===== src/rtl/serial_defs.sv =====
// Shared definitions for the serial byte assembler.
// State encodings are also used by the bench.
package serial_defs;

  typedef enum logic [1:0] {
    IDLE  = 2'd0,
    SHIFT = 2'd1,
    HOLD  = 2'd2
  } state_t;

endpackage


===== src/rtl/shift_reg_sipo.sv =====
// Serial-in parallel-out shift register.
// MSB_FIRST picks the shift direction.
module shift_reg_sipo #(
  parameter int WIDTH     = 8,
  parameter bit MSB_FIRST = 1'b1
) (
  input  logic             Clk,
  input  logic             reset,
  input  logic             clr,
  input  logic             shift_en,
  input  logic             din,
  output logic [WIDTH-1:0] q
);

  always_ff @(posedge Clk) begin
    if (reset || clr) begin
      q <= '0;
    end else if (shift_en) begin
      if (MSB_FIRST)
        q <= {q[WIDTH-2:0], din};
      else
        q <= {din, q[WIDTH-1:1]};
    end
  end

endmodule


===== src/rtl/serial_byte_assembler.sv =====
// Assembles a serial bit stream into WIDTH-bit words
// and holds each word until the consumer takes it.
module serial_byte_assembler
  import serial_defs::*;
#(
  parameter int WIDTH     = 8,
  parameter bit MSB_FIRST = 1'b1,
  localparam int CW       = $clog2(WIDTH) + 1
) (
  input  logic             Clk,
  input  logic             reset,
  input  logic             start,
  input  logic             bit_valid,
  input  logic             bit_in,
  input  logic             out_ready,
  output logic             out_valid,
  output logic [WIDTH-1:0] out_data,
  output logic             busy,
  output logic             overrun,
  output logic [CW-1:0]    bit_count
);

  localparam logic [CW-1:0] LAST = CW'(WIDTH - 1);
  localparam logic [CW-1:0] FULL = CW'(WIDTH);

  state_t           state;
  logic [WIDTH-1:0] sr_q;
  logic [WIDTH-1:0] word;
  logic             sr_clr;
  logic             sr_en;

  assign sr_clr = start && (state != HOLD);
  assign sr_en  = (state == SHIFT) && bit_valid && !start;

  // The completed word includes the bit sampled on this edge.
  assign word = MSB_FIRST ? {sr_q[WIDTH-2:0], bit_in}
                          : {bit_in, sr_q[WIDTH-1:1]};

  shift_reg_sipo #(
    .WIDTH    (WIDTH),
    .MSB_FIRST(MSB_FIRST)
  ) u_sr (
    .Clk     (Clk),
    .reset   (reset),
    .clr     (sr_clr),
    .shift_en(sr_en),
    .din     (bit_in),
    .q       (sr_q)
  );

  always_ff @(posedge Clk) begin
    if (reset) begin
      state     <= IDLE;
      out_valid <= 1'b0;
      out_data  <= '0;
      busy      <= 1'b0;
      overrun   <= 1'b0;
      bit_count <= '0;
    end else begin
      unique case (state)
        IDLE: begin
          if (start) begin
            state     <= SHIFT;
            busy      <= 1'b1;
            bit_count <= '0;
          end
        end
        SHIFT: begin
          if (start) begin
            bit_count <= '0;
          end else if (bit_valid) begin
            if (bit_count == LAST) begin
              out_data  <= word;
              out_valid <= 1'b1;
              bit_count <= FULL;
              busy      <= 1'b0;
              state     <= HOLD;
            end else begin
              bit_count <= bit_count + CW'(1);
            end
          end
        end
        HOLD: begin
          if (bit_valid)
            overrun <= 1'b1;
          if (out_ready) begin
            out_valid <= 1'b0;
            bit_count <= '0;
            state     <= IDLE;
          end
        end
        default: begin
          state     <= IDLE;
          out_valid <= 1'b0;
          busy      <= 1'b0;
          bit_count <= '0;
        end
      endcase
    end
  end

endmodule


===== config.mk =====
export PLATFORM = sky130hd
export DESIGN_NAME = serial_byte_assembler
export DESIGN_NICKNAME = d
export VERILOG_FILES = /design/src/rtl/serial_defs.sv /design/src/rtl/shift_reg_sipo.sv /design/src/rtl/serial_byte_assembler.sv
export SDC_FILE = /design/constraint.sdc
export NUM_CORES = 1
export LEC_CHECK = 0
export CAP_MARGIN = 20
export CORE_AREA = 2 2 52 54
export CTS_CLUSTER_DIAMETER = 80
export DETAILED_ROUTE_END_ITERATION = 16
export DIE_AREA = 0 0 54 56
export GPL_TIMING_DRIVEN = 0
export PLACE_DENSITY = 0.74
export SLEW_MARGIN = 30
export SYNTH_ARGS = -nofsm -noshare
export SYNTH_HDL_FRONTEND = slang
export SYNTH_SLANG_ARGS = --single-unit

===== constraint.sdc =====
create_clock -name Clk -period 1.4 [get_ports Clk]
set_input_delay 0.28 -clock Clk [delete_from_list [all_inputs] [get_ports Clk]]
set_output_delay 0.28 -clock Clk [all_outputs]
set_load 0.05 [all_outputs]

==> reports/metrics.yaml, run 1 <==
outcome: "completed"
h-tree-depth: 1
start_util: 0.425
max_freq_mhz: 722
cp.arrival_ps: 1640
critPathCaptureType: "register"
reg2reg_depth: 4
crit_path_start_kind: "register"
crit_fanout: 6
synth_edf_count: 0
power_leakage_nw: 0.452
met1_length_microns: 1090
rsz0062_at_grt: "yes"
synth_top_area_cell: "dfxtp_1"
finalSetupTns_ps: 0
whs_path_depth: 2
grt.total_usage: 0.171
ys_seq_area_frac: 0.465
whs_endpoint: "bit_count[1]$_SDFFE_PP0P_"
dp_cells: 170
routed.top_layer: "met4"
clock_skew_ps: 1.47
finalHoldWorstSlack_ps: 374
place_ws_ps: -445
postLayoutSetupSlackWorst_ps: 14.1
overflow: 0
setup_violations: 0
holdCritStartpoint: "reset"
netlist_area_sq_mm: 0.00103
maxCapViolations: 0
synth_top_area_share: 0.465
avgSynthCellArea_sq_um: 8.54
synth_nets: 128
die_w_microns: 54
power.density_mw_per_mm2: 869
final_cell_count_no_fill: 174
ant_nets: 0
clk_latency_ps: 320
holdBufCountCts: 0
synthArstFlopShare: 0
grt_max_degree: 14
slew_viol_final: 0
rows: 18
synth_seq_cells: 24
syn_to_final_growth_pct: 30.6
die-area_sq_mm: 0.00302
rr_endpoint: "bit_count[2]$_SDFFE_PP0P_"
cts.path.max_buffers: 2
routedWlPerCell_microns: 14.1
totalWireLength_microns: 2460
hold_path.class: "in -> reg"
synth_cell_types: 27
cts_root_buf: "clkbuf_4"
place.gp.congestion: 0.751
wl_met3_microns: 114
critPathKind: "reg -> reg"
post_drt_via_cell_ratio: 5.60
yosysMostFrequentCell: "dfxtp_1"
syn_inst: 121
placed_area_sq_mm: 0.00127
synth_ff_type: "dfxtp_1"
cts_setup_buffers: 0
drive_gt1_frac: 0.229
antenna_found_initial: 0
timing.rr.start: "bit_count[0]$_SDFFE_PP0P_"
finalCriticalPeriod_ps: 1390
finalNetCount: 152
slew_headroom: 0.690
drcViolationCount: 0
fin_area_sq_mm: 0.00135
num_io_pins: 21
drtIter0Drc: 24
synth.top_cells.by_count: "dfxtp_1 (24), a21oi_1 (20), nand2_1 (15)"
yosysWarnings: 0
tritoncts: "built"
hold_viol_final: 0
required_ps: 1660
final_core_util: 0.555
finalCritPeriodShare: 0.990
core_sq_mm: 0.00243
io_buffer_count: 19
worst_slew_pin_slew_ps: 466
die_h_microns: 56
dp_hpwl_microns: 1640
first_pass_iters: 4
grt_first_pass_wirelength_microns: 3860
first_global_vias: 856
clk_pin_slew_ps: 130
synth_area_leaders: "dfxtp_1 (46%), a21oi_1 (9.7%), o21ai_0 (5.8%)"
total_power_mw: 1.17
vdd_ir_drop_max_uv: 502
wl_met2_microns: 1190
numCtsBuffers: 3
diodes: 0
vias: 974
rrSetupSlack_ps: 10
clock-sinks: 24
-- how the worst max path moves through the flow --
stage	from	end	slack, ps
floorplan	bit_count[2]$_SDFFE_PP0P_	out_valid$_SDFFE_PP0P_	-20
global placement	start	out_data[2]$_SDFFE_PP0P_	-420
detailed placement	start	out_data[2]$_SDFFE_PP0P_	-450
CTS	state[0]$_SDFFE_PP0P_	bit_count[2]$_SDFFE_PP0P_	10
global route	bit_count[0]$_SDFFE_PP0P_	bit_count[2]$_SDFFE_PP0P_	-10
finish	bit_count[0]$_SDFFE_PP0P_	bit_count[2]$_SDFFE_PP0P_	10
-- cell families after synthesis --
logic type      synth area share
simple gates               0.236
compound gates             0.234
flops                      0.465
buf+inv                   0.0533
fa+ha+maj                 0.0121
-- sequential cells by signal, indices dropped and copies added (netlist names) --
register / flops
bit_count: 4
busy: 1
out_data: 8
out_valid: 1
overrun: 1
state: 2
u_sr.q: 7
-- report_power, final --
part | total [mW] | internal (mW) | switching (mW)
registers | 0.693 | 0.688 | 0.00470
logic | 0.108 | 0.0407 | 0.0675
clock network | 0.373 | 0.159 | 0.214
-- worst max-delay path, stage by stage (launching register included) --
cell and delay (ps):
dfxtp_4 390, ha_2 220, nand2b_1 150, a2111o_1 430, a21oi_2 140
-- cell type report --
| cell class | count | area (sq um) |
|---|---|---|
| Multi-Input combinational cell | 88 | 531 |
| Tap cell | 30 | 37.5 |
| Fill cell | 228 | 1080 |
| Clock buffer | 4 | 36.3 |
| Timing Repair Buffer | 19 | 188 |
| Inverter | 1 | 3.75 |
| Sequential cell | 24 | 487 |
| Buffer | 8 | 67.6 |
-- what timing repair did --
item | CTS | global route
pin swaps | 0 | 1
gates resized for setup | 54 | 15
cloned | 0 | 0
endpoints found under the setup margin | 27 | 25
-- cells in the final DEF, fill, tap and decap left out, types with 3 or more instances in the layout --
cell             instances
nand2_1                 15
clkbuf_4                 4
a21o_1                   3
a31oi_1                  4
clkdlybuf4s15_2         10
buf_6                    4
dfxtp_1                 21
o21ai_0                 11
nor3_1                   3
nand2b_1                 5
nand3_1                  8
a21oi_1                 19
-- routing by layer --
metal  global-route usage  vias to the layer above
li1                     -                      483
met1                0.230                      461
met2                0.260                       25
met3               0.0242                        5
met4               0.0893                        0
met5                    0                        -
Power figures use the tool's default switching activity.
==> inputs of run 2 (changes only) <==
ABC_AREA = 1   (was default)
PLACE_DENSITY = 0.75   (was 0.74)
==> run 2 against run 1 <==
Effect of this change:
- die area unchanged
- critical path depth down 3
- clock skew up 6.5 ps
- synthesized cell count up 18%
- synthesized area up 0.73%
- hold slack better by 76 ps
- clock-buffer cell count unchanged
- maximum frequency up 3.0%
- combinational power up 42%
==> reports/metrics.yaml, run 2 <==
max_freq_mhz: 743  # +3.0%
ant_nets: 0  # unchanged
critPathKind: "reg -> out"
grt.total_usage: 0.182  # +0.0106
drive_gt1_frac: 0.220  # -0.00893
largest_register_ffs: 8  # unchanged
crit_chain: "clkdlybuf4s15_2"
routedWlPerCell_microns: 12.6  # -10%
synth_seq_cells: 24  # unchanged
grt_max_degree: 15  # +1
hold_path.class: "in -> reg"
cp.arrival_ps: 1070  # -570 ps
synth_edf_count: 0  # unchanged
holdCritStartpoint: "bit_valid"
vias: 1043  # +7.1%
finalSetupTns_ps: 0  # unchanged
maxCapViolations: 0  # unchanged
crit_path_start_kind: "register"
yosysWarnings: 0  # unchanged
critPathTopFamily: "buffers and inverters"
ys_seq_area_frac: 0.462  # -0.00335
drcViolationCount: 0  # unchanged
slew_headroom: 0.696  # +0.00591
netlist_area_sq_mm: 0.00104  # +0.73%
rsz0062_at_grt: "yes"
finalCriticalPeriod_ps: 1350  # -40.5 ps
totalWireLength_microns: 2500  # +2.0%
clk_pin_slew_ps: 130  # about the same
crit_slowest_cell: "clkdlybuf4s15_2"
core_sq_mm: 0.00243  # unchanged
finalHoldWorstSlack_ps: 451  # +76.5 ps
setup_violations: 0  # unchanged
critPathCaptureType: "output pin"
syn_to_final_growth_pct: 30.0
regMostFlops: "out_data"
post_drt_via_cell_ratio: 5.27  # -5.9%
crit_fanout: 2  # -4
tritoncts: "built"
cts_root_buf: "clkbuf_4"
hold_viol_final: 0  # unchanged
path_buf_inv: 1  # +1
grt_first_pass_wirelength_microns: 4140  # +7.1%
clock-sinks: 24  # unchanged
fin_area_sq_mm: 0.00135  # +0.28%
avgSynthCellArea_sq_um: 7.28  # -15%
outcome: "completed"
cts.path.max_buffers: 2  # unchanged
vdd_ir_drop_max_uv: 569  # +13%
synth_top_area_cell: "dfxtp_1"
yosysMostFrequentCell: "nand2_1"
start_util: 0.428  # +0.00309
io_buffer_count: 20  # +1
fillCellCount: 243  # +6.6%
synthArstFlopShare: 0  # unchanged
place.gp.congestion: 0.792  # +5.5%
slowest_delay_ps: 380  # -50 ps
first_pass_iters: 4  # unchanged
rows: 18  # unchanged
num_io_pins: 21  # unchanged
top_regs: "out_data (8), u_sr.q (7), bit_count (4)"
die_w_microns: 54  # unchanged
dp_hpwl_microns: 1770  # +8.1%
placed_area_sq_mm: 0.00129  # +1.7%
synth_area_leaders: "dfxtp_1 (46%), nand2_1 (17%), a21oi_1 (10%)"
first_global_vias: 993  # +16%
diodes: 0  # unchanged
synth_nets: 150  # +17%
required_ps: 1120  # -540 ps
finalNetCount: 176  # +16%
final_core_util: 0.557  # +0.00154
clock_skew_ps: 7.94  # +6.47 ps
synth_top_area_share: 0.462  # -0.00335
syn_inst: 143  # +18%
total_power_mw: 1.30  # +11%
power.density_mw_per_mm2: 961  # +11%
clk_latency_ps: 330  # about the same
synth_cell_types: 20  # -26%
numCtsBuffers: 3  # unchanged
slew_viol_final: 0  # unchanged
die-area_sq_mm: 0.00302  # unchanged
worst_slew_pin_slew_ps: 457  # -8.86 ps
synth.top_cells.by_count: "nand2_1 (47), dfxtp_1 (24), a21oi_1 (21)"
antenna_found_initial: 0  # unchanged
final_cell_mix: "nand2_1 (47), a21oi_1 (20), dfxtp_1 (19)"
final_common_cell: "nand2_1"
h-tree-depth: 1  # unchanged
crit_start: "out_data[4]$_SDFFE_PP0P_"
overflow: 0  # unchanged
finalCritPeriodShare: 0.961  # -0.0289
synth_ff_type: "dfxtp_1"
timing.rr.start: "bit_count[1]$_SDFFE_PP0P_"
power_leakage_nw: 0.524  # +16%
die_h_microns: 56  # unchanged
drtIter0Drc: 20  # -17%
## run 2: routing by layer
layer	up-vias	GRT usage	share of wire	wire (microns)
li1	523	-	-	-
met1	484	0.223	0.44	1100
met2	27	0.287	0.49	1220
met3	9	0.0565	0.054	136
met4	0	0.0750	0.017	43
met5	-	0	0	0
## run 2: cells by family (layout without fill, tap and decap cells)
family                   after synthesis  count (layout)  share of synthesized area
AO/OA/AOI/OAI                         24              24                      0.120
adder cells (fa/ha/maj)                1               1                     0.0120
buffers and inverters                 13              38                     0.0577
flip-flops                            24              24                      0.462
AND/OR/NAND/NOR                       81              81                      0.349
## run 2: worst paths after layout
check	end	slack, ps	cells past startpoint
worst min-delay path	out_valid$_SDFFE_PP0P_	450	3
worst max-delay path	out_data[4]	50	1
worst max register to register	out_data[3]$_SDFFE_PP0P_	100	6
worst min register to register	out_data[5]$_SDFFE_PP0P_	470	2
## run 2: layout make-up
class                      count  area (sq um)  area share
clock buffer                   4          47.5      0.0351
tap                           30          37.5      0.0277
timing repair buffer          21           196       0.145
multi-input combinational    106           518       0.383
sequential                    24           492       0.363
inverter                      10          40.0      0.0296
buffer                         3          22.5      0.0166
## run 2: stage by stage
step / worst slack, ps / cells
2_1_floorplan: 38.8 / 143
3_3_place_gp: -350 / 193
3_5_place_dp: -433 / 193
4_1_cts: 4.48 / 198
5_1_grt: -16.6 / 198
6_report: 54.5 / 198
## run 2: timing repair
action / 4_1_cts / 5_1_grt
hold buffers: 0 / 0
gates cloned: 0 / 0
setup endpoints to repair: 27 / 18
resized for setup: 51 / 14
setup buffers: 1 / 0
pin swaps: 1 / 1
## run 2: where the power goes
group / switching [mW] / internal, mW
clock: 0.226 / 0.218
sequential: 0.0103 / 0.694
combinational: 0.105 / 0.0484
==> inputs of run 3 (changes only) <==
CORE_AREA = 3 3 53 55   (was 2 2 52 54)
DIE_AREA = 0 0 56 58   (was 0 0 54 56)
RECOVER_POWER = 100   (was default)
==> run 3 against run 2 <==
Effect of this change:
- worst setup slack lost 2.6 ps
- maximum frequency shrank 0.19%
- clock-buffer cell count shrank 1
- core utilization grew 1.5 points
- global-route usage shrank 1.3 points
- cell area grew 2.8%
- largest power group unchanged
- sequential power is essentially flat
- flip-flop and latch count is the same
- wire length grew 9.5%
- die area grew 7.4%
- clock power shrank 32%
==> reports/metrics.yaml, run 3 (synthesis gave the netlist of run 2 again) <==
outcome: "completed"
grt.total_usage: 0.169  # -0.0128
switching_power_mw: 0.319  # -6.4%
dp_hpwl_microns: 1790  # +1.4%
critPathTopFamily: "flip-flops"
grt_max_degree: 14  # -1
rrSetupSlack_ps: 100  # about the same
cts_root_buf: "clkbuf_4"
rows: 18  # unchanged
seqPwrFrac: 0.601  # +0.060
hold_path.class: "in -> reg"
num_io_pins: 21  # unchanged
combPwrFrac: 0.139  # +0.021
totalWireLength_microns: 2740  # +9.5%
regMostFlops: "out_data"
post_drt_via_cell_ratio: 5.32  # +1.1%
finalCriticalPeriod_ps: 1350  # +2.63 ps
numCtsBuffers: 3  # unchanged
crit_slowest_cell: "dfxtp_4"
tritoncts: "built"
power.density_mw_per_mm2: 842  # -12%
slowest_delay_ps: 390  # about the same
crit_path_start_kind: "register"
path_buf_inv: 1  # unchanged
drive_gt1_frac: 0.222  # +0.00198
h-tree-depth: 1  # unchanged
postLayoutSetupSlackWorst_ps: 51.9  # -2.63 ps
critPathCaptureType: "output pin"
ant_nets: 0  # unchanged
final_common_cell: "nand2_1"
p_int_mw: 0.852  # -11%
clockPowerShare: 0.260  # -0.081
first_pass_iters: 4  # unchanged
cp.depth: 1  # unchanged
routedWlPerCell_microns: 13.6  # +7.9%
drtIter0Drc: 27  # +35%
largest_register_ffs: 8  # unchanged
finalHoldWorstSlack_ps: 467  # +15.9 ps
cts.path.max_buffers: 2  # unchanged
worst_slew_pin_slew_ps: 452  # -4.31 ps
crit_fanout: 5  # +3
finalNetCount: 179  # +1.7%
whs_path_depth: 3  # unchanged
hold_viol_final: 0  # unchanged
critPathKind: "reg -> out"
clock-sinks: 24  # unchanged
clk_latency_ps: 310  # -20 ps
start_util: 0.428  # unchanged
fillCellCount: 246  # +1.2%
drcViolationCount: 0  # unchanged
final_cell_mix: "nand2_1 (46), dfxtp_1 (21), a21oi_1 (20)"
clk_pin_slew_ps: 130  # about the same
slew_viol_final: 0  # unchanged
grt_first_pass_wirelength_microns: 4420  # +6.7%
die-area_sq_mm: 0.00325  # +7.4%
required_ps: 1120  # about the same
power_leakage_nw: 0.538  # +2.6%
slew_headroom: 0.698  # +0.00287
first_global_vias: 1030  # +3.7%
syn_to_final_growth_pct: 33.7
reg2reg_depth: 8  # +2
overflow: 0  # unchanged
core_sq_mm: 0.00243  # unchanged
antenna_found_initial: 0  # unchanged
top_regs: "out_data (8), u_sr.q (7), bit_count (4)"
place_ws_ps: -358  # +74.5 ps
vdd_ir_drop_max_uv: 551  # -3.1%
finalCritPeriodShare: 0.963  # +0.00188
switching_share: 0.272  # +0.0105
cp.arrival_ps: 1070  # about the same
diodes: 0  # unchanged
clock_skew_ps: 2.47  # -5.47 ps
place.gp.congestion: 0.817  # +3.1%
maxCapViolations: 0  # unchanged
die_h_microns: 58  # +3.6%
setup_violations: 0  # unchanged
io_buffer_count: 20  # unchanged
vias: 1070  # +2.6%
crit_chain: "clkdlybuf4s15_2"
max_freq_mhz: 742  # -0.19%
die_w_microns: 56  # +3.7%
## run 3: area by class of cell
type                            instances  area [sq um]  share of cell area
Buffer                                  3          22.5              0.0162
Clock buffer                            3          22.5              0.0162
Clock inverter                          1          3.75             0.00270
Inverter                               10          40.0              0.0288
Multi-Input combinational cell        107           542               0.389
Sequential cell                        24           489               0.352
Tap cell                               30          37.5              0.0270
Timing Repair Buffer                   23           234               0.168
## run 3: routing by layer
metal / GRT usage / vias to the layer above / wire, microns
met3: 0.0290 / 9 / 120
met5: 0 / - / 0
li1: - / 537 / -
met4: 0.0847 / 0 / 89
met2: 0.309 / 32 / 1300
met1: 0.190 / 492 / 1230
## run 3: stage by stage
step                      instance area [sq um]  cells  TNS [ps]   util  power, mW
after floorplan                            1050    143         0      -      0.816
after global placement                     1290    193     -6750  0.529      0.865
after detailed placement                   1290    193     -6990  0.529      0.871
after CTS                                  1360    199         0  0.558       1.17
after global routing                       1390    201     -34.9  0.572       1.23
final                                      1390    201         0  0.572       1.17
## run 3: worst paths after layout
path                                   from                  endpoint
setup / recovery  bit_count[0]$_SDFFE_PP0P_              bit_count[0]
hold / removal                    bit_valid     state[1]$_SDFFE_PP0P_
hold reg to reg    out_data[0]$_SDFFE_PP0P_  out_data[0]$_SDFFE_PP0P_
setup reg to reg  bit_count[0]$_SDFFE_PP0P_         busy$_SDFFE_PP0P_
## run 3: repair_timing
action | in CTS | in global routing
resized for setup | 47 | 12
pin swaps | 1 | 2
gates cloned | 0 | 1
endpoints found under the hold margin | 0 | 0
setup endpoints to repair | 33 | 15
hold buffers | 0 | 0
setup buffers | 2 | 1
## run 3: power by group through the flow
stage	Sequential, mW	Clock, mW	Combinational [mW]
final	0.704	0.304	0.163
after detailed placement	0.719	0	0.151
after CTS	0.704	0.316	0.153
after floorplan	0.746	0	0.0707
after global placement	0.719	0	0.147
after global routing	0.706	0.341	0.180
## run 3: worst reg2reg max path, cell delays in order, from the launching register on
cell	delay (ps)
dfxtp_4	390
ha_1	220
nand3_1	150
nand2_1	120
nand2_1	70
nor2_2	120
nand2_1	60
nand2_1	50
nor2_1	40
